`src/rtl/fetch_exec_sequencer.sv`:
```
// Fetch/decode/execute sequencer for the 8-bit von Neumann core: drives the PC's
// next_address and the single shared memory port, and strobes the accumulator.
module fetch_exec_sequencer #(
    parameter int ADDR_W   = 8,
    parameter int DATA_W   = 8,
    parameter int MAX_WAIT = 15
) (
    input  logic              clock,
    input  logic              reset,
    input  logic [ADDR_W-1:0] pc_current,
    output logic [ADDR_W-1:0] pc_next,
    output logic              mem_req,
    output logic              mem_we,
    output logic [ADDR_W-1:0] mem_addr,
    input  logic              mem_ack,
    input  logic [DATA_W-1:0] mem_rdata,
    input  logic              zero_flag,
    output logic              acc_load,
    output logic [1:0]        alu_sel,
    output logic              halted,
    output logic              illegal_op,
    output logic              bus_error
);

    typedef enum logic [2:0] {
        S_FETCH_OP  = 3'd0,
        S_DECODE    = 3'd1,
        S_FETCH_ARG = 3'd2,
        S_EXEC      = 3'd3,
        S_HALT      = 3'd4
    } state_t;

    localparam logic [3:0] OP_NOP   = 4'h0;
    localparam logic [3:0] OP_LOAD  = 4'h1;
    localparam logic [3:0] OP_STORE = 4'h2;
    localparam logic [3:0] OP_ADD   = 4'h3;
    localparam logic [3:0] OP_SUB   = 4'h4;
    localparam logic [3:0] OP_JMP   = 4'h5;
    localparam logic [3:0] OP_JZ    = 4'h6;
    localparam logic [3:0] OP_HALT  = 4'hF;

    localparam logic [ADDR_W-1:0] LP_PC_INC    = {{(ADDR_W-1){1'b0}}, 1'b1};
    localparam logic [7:0]        LP_WAIT_LAST = 8'(MAX_WAIT - 1);

    state_t            r_state;
    state_t            w_state_nxt;
    logic [DATA_W-1:0] r_opcode;
    logic [ADDR_W-1:0] r_operand;
    logic [7:0]        r_wait;
    logic              r_bus_error;

    logic [3:0]        w_op;
    logic              w_mem_exec;
    logic              w_req;
    logic              w_timeout;
    logic              w_unused;

    assign w_op       = r_opcode[DATA_W-1 -: 4];
    assign w_mem_exec = (w_op == OP_LOAD) || (w_op == OP_STORE) ||
                        (w_op == OP_ADD)  || (w_op == OP_SUB);
    assign w_req      = (r_state == S_FETCH_OP) || (r_state == S_FETCH_ARG) ||
                        ((r_state == S_EXEC) && w_mem_exec);

    // Fires on the last unacknowledged cycle, so mem_req is high for exactly MAX_WAIT cycles.
    assign w_timeout  = w_req && !mem_ack && (r_wait == LP_WAIT_LAST);

    assign bus_error  = r_bus_error;
    assign w_unused   = ^r_opcode[DATA_W-5:0];

    always_ff @(posedge clock) begin
        if (reset) begin
            r_state <= S_FETCH_OP;
        end else begin
            r_state <= w_state_nxt;
        end
    end

    always_ff @(posedge clock) begin
        if (reset) begin
            r_opcode    <= '0;
            r_operand   <= '0;
            r_wait      <= 8'd0;
            r_bus_error <= 1'b0;
        end else begin
            if ((r_state == S_FETCH_OP) && mem_ack) begin
                r_opcode <= mem_rdata;
            end
            if ((r_state == S_FETCH_ARG) && mem_ack) begin
                r_operand <= mem_rdata[ADDR_W-1:0];
            end
            if (w_req && !mem_ack) begin
                r_wait <= r_wait + 8'd1;
            end else begin
                r_wait <= 8'd0;
            end
            if (w_timeout) begin
                r_bus_error <= 1'b1;
            end
        end
    end

    always_comb begin
        w_state_nxt = r_state;
        pc_next     = pc_current;
        mem_req     = w_req;
        mem_we      = 1'b0;
        mem_addr    = pc_current;
        acc_load    = 1'b0;
        alu_sel     = 2'b00;
        halted      = 1'b0;
        illegal_op  = 1'b0;

        case (r_state)
            S_FETCH_OP: begin
                if (mem_ack) begin
                    pc_next     = pc_current + LP_PC_INC;
                    w_state_nxt = S_DECODE;
                end
            end
            S_DECODE: begin
                case (w_op)
                    OP_NOP:  w_state_nxt = S_FETCH_OP;
                    OP_HALT: w_state_nxt = S_HALT;
                    OP_LOAD, OP_STORE, OP_ADD, OP_SUB, OP_JMP, OP_JZ:
                             w_state_nxt = S_FETCH_ARG;
                    default: begin
                        illegal_op  = 1'b1;
                        w_state_nxt = S_FETCH_OP;
                    end
                endcase
            end
            S_FETCH_ARG: begin
                if (mem_ack) begin
                    pc_next     = pc_current + LP_PC_INC;
                    w_state_nxt = S_EXEC;
                end
            end
            S_EXEC: begin
                mem_addr = r_operand;
                case (w_op)
                    OP_LOAD, OP_ADD, OP_SUB: begin
                        alu_sel = (w_op == OP_ADD) ? 2'b01 :
                                  (w_op == OP_SUB) ? 2'b10 : 2'b00;
                        if (mem_ack) begin
                            acc_load    = 1'b1;
                            w_state_nxt = S_FETCH_OP;
                        end
                    end
                    OP_STORE: begin
                        mem_we = 1'b1;
                        if (mem_ack) begin
                            w_state_nxt = S_FETCH_OP;
                        end
                    end
                    OP_JMP: begin
                        pc_next     = r_operand;
                        w_state_nxt = S_FETCH_OP;
                    end
                    OP_JZ: begin
                        if (zero_flag) begin
                            pc_next = r_operand;
                        end
                        w_state_nxt = S_FETCH_OP;
                    end
                    default: w_state_nxt = S_FETCH_OP;
                endcase
            end
            S_HALT: begin
                halted = 1'b1;
            end
            default: w_state_nxt = S_FETCH_OP;
        endcase

        if (w_timeout) begin
            w_state_nxt = S_HALT;
        end
    end

endmodule

```
`config.mk`:
```
export PLATFORM = sky130hd
export DESIGN_NAME = fetch_exec_sequencer
export DESIGN_NICKNAME = d
export VERILOG_FILES = /design/src/rtl/fetch_exec_sequencer.sv
export SDC_FILE = /design/constraint.sdc
export NUM_CORES = 1
export LEC_CHECK = 0
export BUFFER_PORTS_ARGS = -buffer_cell sky130_fd_sc_hd__buf_2
export CORE_MARGIN = 1.5
export CORE_UTILIZATION = 50
export DETAILED_ROUTE_END_ITERATION = 8
export GPL_TIMING_DRIVEN = 0
export HOLD_SLACK_MARGIN = 0.12
export PLACE_DENSITY = 0.76
export SYNTH_ARGS = -nofsm -noshare
export SYNTH_HDL_FRONTEND = slang
export SYNTH_SLANG_ARGS = --single-unit
export TNS_END_PERCENT = 1
```
`constraint.sdc`:
```
create_clock -name clock -period 2 [get_ports clock]
set_input_delay 0.1 -clock clock [delete_from_list [all_inputs] [get_ports clock]]
set_output_delay 0.1 -clock clock [all_outputs]
set_load 0.02 [all_outputs]
```
# After elaboration in Yosys (flattened, before gate mapping)
# Cells that the tools add are included.
[totals]
register_bits = 28
latch_bits = 0
mem_bits_rw = 0
mem_bits_ro = 0
in_bits = 20
out_inout_bits = 24
elab_cells = 75
n_memories = 0
[op_classes]
n_addsub = 2
n_mul = 0
n_div = 0
n_lt_le_gt_ge = 0
eq_ne = 19
n_shift = 0
muxes = 24
n_bitwise = 2
reduce_logical = 22
[op_table]
columns = ["operator", "n"]
rows = [
  ["$pmux W8 S2", 2],
  ["$mux W8", 3],
  ["$add A8 B1 Y8 const B", 2],
  ["$mux W3", 5],
  ["$pmux W3 S5", 1],
  ["$eq A4 B3 Y1 const B", 3],
  ["$ne A3 B3 Y1 const B", 3],
  ["$eq A4 B2 Y1 const B", 2],
  ["$eq A8 B4 Y1 const B", 1],
  ["$mux W1", 8],
  ["$mux W2", 4],
  ["$reduce_and A4 Y1", 2],
  ["$reduce_or A8 Y1", 1],
  ["$eq A3 B2 Y1 const B", 2],
  ["$ne A2 B2 Y1 const B", 3],
  ["$pmux W3 S2", 1],
  ["$reduce_or A2 Y1", 3],
  ["$reduce_or A6 Y1", 1],
  ["$logic_and A1 B1 Y1", 5],
  ["$logic_or A1 B1 Y1", 5],
  ["$eq A4 B1 Y1 const B", 1],
  ["$eq A4 B4 Y1 const B", 1],
  ["$logic_not A4 Y1", 1],
  ["$ne A4 B4 Y1 const B", 1],
  ["other kinds (7)", 8],
]

# Longest topological paths before layout
[logic_depth]
depth_word = 10
ltp_mapped = 6
mapped_depth_nobuf = 5

# Worst setup path after synthesis
# Ideal clock, no wire load.
[synth_timing]
path_type = "flip-flop to output port"
start = "register r_opcode[5]"
end = "output port pc_next[2]"
arrival_ps = 1598
t_required_ps = 1900
slack_ps = 302
stages_incl_launch_ff = 6
n_path_buf = 1
cell_sequence = "dfxtp_1 -> buf_2 -> or2b_1 -> a211oi_4 -> a211oi_1 -> nor3_1"
[synth_via]
elab_chain_len = 3
elab_cells_between_ends = 4
classes_between = "eq/ne: 2; mux: 2"
[synth_rtl]
columns = ["item", "line_no", "source"]
rows = [
  ["start, declared", "47", "logic [DATA_W-1:0] r_opcode;"],
  ["start signal, assigned", "86", "r_opcode <= mem_rdata;"],
  ["$eq A4 B3 Y1", "140", "case (w_op)"],
  ["$pmux W8 S2 (*)", "140", ""],
  ["$pmux W8 S2 (*)", "113", "case (r_state)"],
  ["end, declared", "11", "output logic [ADDR_W-1:0] pc_next,"],
]
# Mark *: on every way between the ends. The rest lies on a longest branch, timed or not.

# Worst setup path in the final report
[layout_timing]
start = "register r_state[0]"
end = "output port pc_next[3]"
[layout_via]
elab_chain_len = 3
elab_cells_between_ends = 5
classes_between = "eq/ne: 2; mux: 1; reduce/logical: 2"
[layout_rtl]
columns = ["item", "line_no", "source"]
rows = [
  ["start, declared", "45", "state_t r_state;"],
  ["start signal, assigned", "74", "r_state <= w_state_nxt;"],
  ["$eq A3 B2 Y1 / $logic_not A3 Y1 (equally long branches)", "113", ""],
  ["$reduce_or A2 Y1 (no line)", "n/a", ""],
  ["$pmux W8 S2 (*)", "113", ""],
]
# Marks and branches as above.

==> flow_metrics.env <==
export IMPL_status="complete, no violations"
export IMPL_ys_flop_type="dfxtp_1"
export IMPL_place_inst=286
export IMPL_start_util_pct=53.7
export IMPL_timing_fmax_mhz=508
export IMPL_place_congestion=0.866
export IMPL_drc=0
export IMPL_swShare_pct=27.4
export IMPL_grt_usage_pct=22.3
export IMPL_most_common_layout_cells="buf_2, nand2_1, nor2_1, dfxtp_1, mux2i_1"
export IMPL_wl_met2_mm=2.02
export IMPL_synthArstFlopShare_pct=0
export IMPL_syn_area_mm2=0.00168
export IMPL_drt_met1_wl_mm=1.95
export IMPL_grt_max_degree=15
export IMPL_power_density_mw_per_mm2=511
export IMPL_vias=1702
export IMPL_power_frac_seq_pct=43.8
export IMPL_grt_overflow=0
export IMPL_cts_tree="built"
export IMPL_numPortBuffers=42
export IMPL_vdd_drop_max_mv=0.608
export IMPL_critical_path_class="flip-flop to output pin"
export IMPL_core_area_mm2=0.00313
export IMPL_fin_cells=308
export IMPL_vias_per_cell=5.53
export IMPL_grt_pass1_vias=1336
export IMPL_layout_commonest_cell="buf_2"
export IMPL_p_clk_share_pct=29.8
export IMPL_layout_nets=288
export IMPL_endpoint_kind="output pin"
export IMPL_diodes=0
export IMPL_maxCapViolations=0
export IMPL_min_period_ns=1.97
export IMPL_rows=20
export IMPL_die_area_mm2=0.00372
export IMPL_worst_path_max_fanout=5
export IMPL_hold_viol=0
export IMPL_critPathRequiredTime_ns=1.90
export IMPL_clk_latency_ns=0.30
export IMPL_grt_pass1_wl_mm=6.23
export IMPL_die_w_um=61.0
export IMPL_min_path_type="primary input to flip-flop"
export IMPL_layout_drive_gt1_share_pct=33.3
export IMPL_syn_area_per_cell_um2=8.40
export IMPL_p_int_uw=832
export IMPL_syn_num_nets=223
export IMPL_chipHeight_um=61.0
export IMPL_power_switching_uw=314
export IMPL_cts_path_max_buffers=2
export IMPL_highest_layer="met4"
export IMPL_fin_setup_tns_ns=0
export IMPL_route_final_wire_length_mm=4.31
export IMPL_post_dp_hpwl_mm=2.93
export IMPL_htree_levels=1
export IMPL_wl_met3_um=273
export IMPL_rrSetupSlack_ns=0.29
export IMPL_clk_pin_slew_ns=0.13
export IMPL_final_period_utilization_pct=98.4
export IMPL_yosys_warnings=0
export IMPL_cts_root_buf="clkbuf_4"
export IMPL_synth_edf_count=0
export IMPL_startpoint_type="flip-flop"
export IMPL_drt_iter0_markers=175
export IMPL_ys_seq_area_share_pct=28.6
export IMPL_max_slew_margin_pct=69.1
export IMPL_pwr_share_comb_pct=26.3
export IMPL_crit_arrival_ns=1.87
export IMPL_finalClockSkew_ns=0.00252
export IMPL_ant_nets=0
export IMPL_wl_per_cell_um=14.0
export IMPL_areaGrowthSynthToFinish_pct=33.4
export IMPL_first_pass_iters=4
export IMPL_cts_made_buffers=3
export IMPL_ys_types=54
export IMPL_syn_instance_count=200
export IMPL_worst_slew_pin_slew_ns=0.459
export IMPL_grt_antenna_before_repair=0
export IMPL_pin_count=44
export IMPL_clock_sinks=24
export IMPL_slew_violations=0
export IMPL_setup_viol=0
export IMPL_power_leakage_uw=0.000964
export IMPL_rsz0062_at_grt="true"
export IMPL_ys_ff_latch=24
[timing repair]
| item | in CTS | in global routing |
|---|---|---|
| hold endpoints to repair | 12 | 0 |
| pin swaps | 2 | 10 |
| resized for setup | 3 | 26 |
| buffers inserted | 2 | 8 |
| hold buffers | 8 | 0 |
| endpoints found under the setup margin | 4 | 8 |
[synthesized netlist by cell type (3+ instances only)]
cell type | number | area [um^2]
nor3_1 | 5 | 25.0
nand4_1 | 5 | 31.3
buf_4 | 4 | 30.0
o21ai_0 | 3 | 15.0
inv_1 | 3 | 11.3
xor2_1 | 5 | 43.8
nand2_1 | 30 | 113
nand2b_1 | 4 | 25.0
dfxtp_1 | 24 | 480
nand3_1 | 4 | 20.0
buf_2 | 6 | 30.0
mux2i_1 | 18 | 180
nor2_1 | 28 | 105
ha_1 | 3 | 37.5
a221o_1 | 5 | 50.1
and3_1 | 4 | 25.0
[final timing paths]
kind                            cells past startpoint        start           end
worst max-delay path                                5   r_state[0]    pc_next[3]
worst min-delay path                                2        reset  r_operand[4]
worst max register to register                      6  r_opcode[4]     bus_error
worst min register to register                      2    bus_error     bus_error
[worst max-delay path, stage by stage (launching register included)]
cell and delay (ns):
dfxtp_4 0.38, or3b_4 0.41, or2_4 0.25, mux2i_1 0.11, a221o_1 0.27, buf_6 0.13
[stage by stage]
step / cell area, um^2 / power, uW / utilization, % / setup slack, ns / hold WS (ns)
after floorplan: 1680 / 684 / - / 0.302 / 0.247
after global placement: 1950 / 758 / 62.2 / 0.241 / 0.336
after detailed placement: 1950 / 762 / 62.2 / 0.262 / 0.344
after CTS: 2120 / 1120 / 67.6 / -0.0326 / 0.182
after global routing: 2240 / 1200 / 71.7 / -0.0318 / 0.205
final: 2240 / 1150 / 71.7 / 0.0325 / 0.180
[layer usage]
layer	vias to the layer above	track usage, %
met2	70	34.4
met3	6	2.99
met5	-	0
li1	847	-
met4	0	6.21
met1	779	32.8
[registers in the layout, summed over array words and instances (netlist names)]
| signal | count |
|---|---|
| r_wait | 8 |
| r_opcode | 4 |
| r_operand | 8 |
| r_state | 3 |
| bus_error | 1 |
[cell type report]
class	count	area, um^2
timing repair buffer	60	398
clock buffer	3	22.5
fill	261	886
multi-input combinational	159	1130
sequential	24	488
inverter	3	11.3
buffer	14	104
clock inverter	1	30.0
tap	44	55.1
[kinds of logic (layout without fill, tap and decap cells)]
family	after synthesis	count (layout)	share of synthesized area, %
adders and majority gates	3	3	2.23
buffers and inverters	17	81	5.58
and+or+nand+nor	106	106	34.9
muxes	19	19	11.4
xor gates and xnor gates	7	7	3.65
DFF	24	24	28.6
AOI/OAI and AO/OA	24	24	13.6
[power by group through the flow]
| stage | Combinational, uW | Clock, uW | Sequential, uW |
|---|---|---|---|
| after CTS | 268 | 347 | 500 |
| after global routing | 325 | 367 | 504 |
| after detailed placement | 251 | 0 | 511 |
| final | 302 | 342 | 502 |
| after floorplan | 176 | 0 | 508 |
| after global placement | 247 | 0 | 510 |
(Power assumes the default switching activity.)
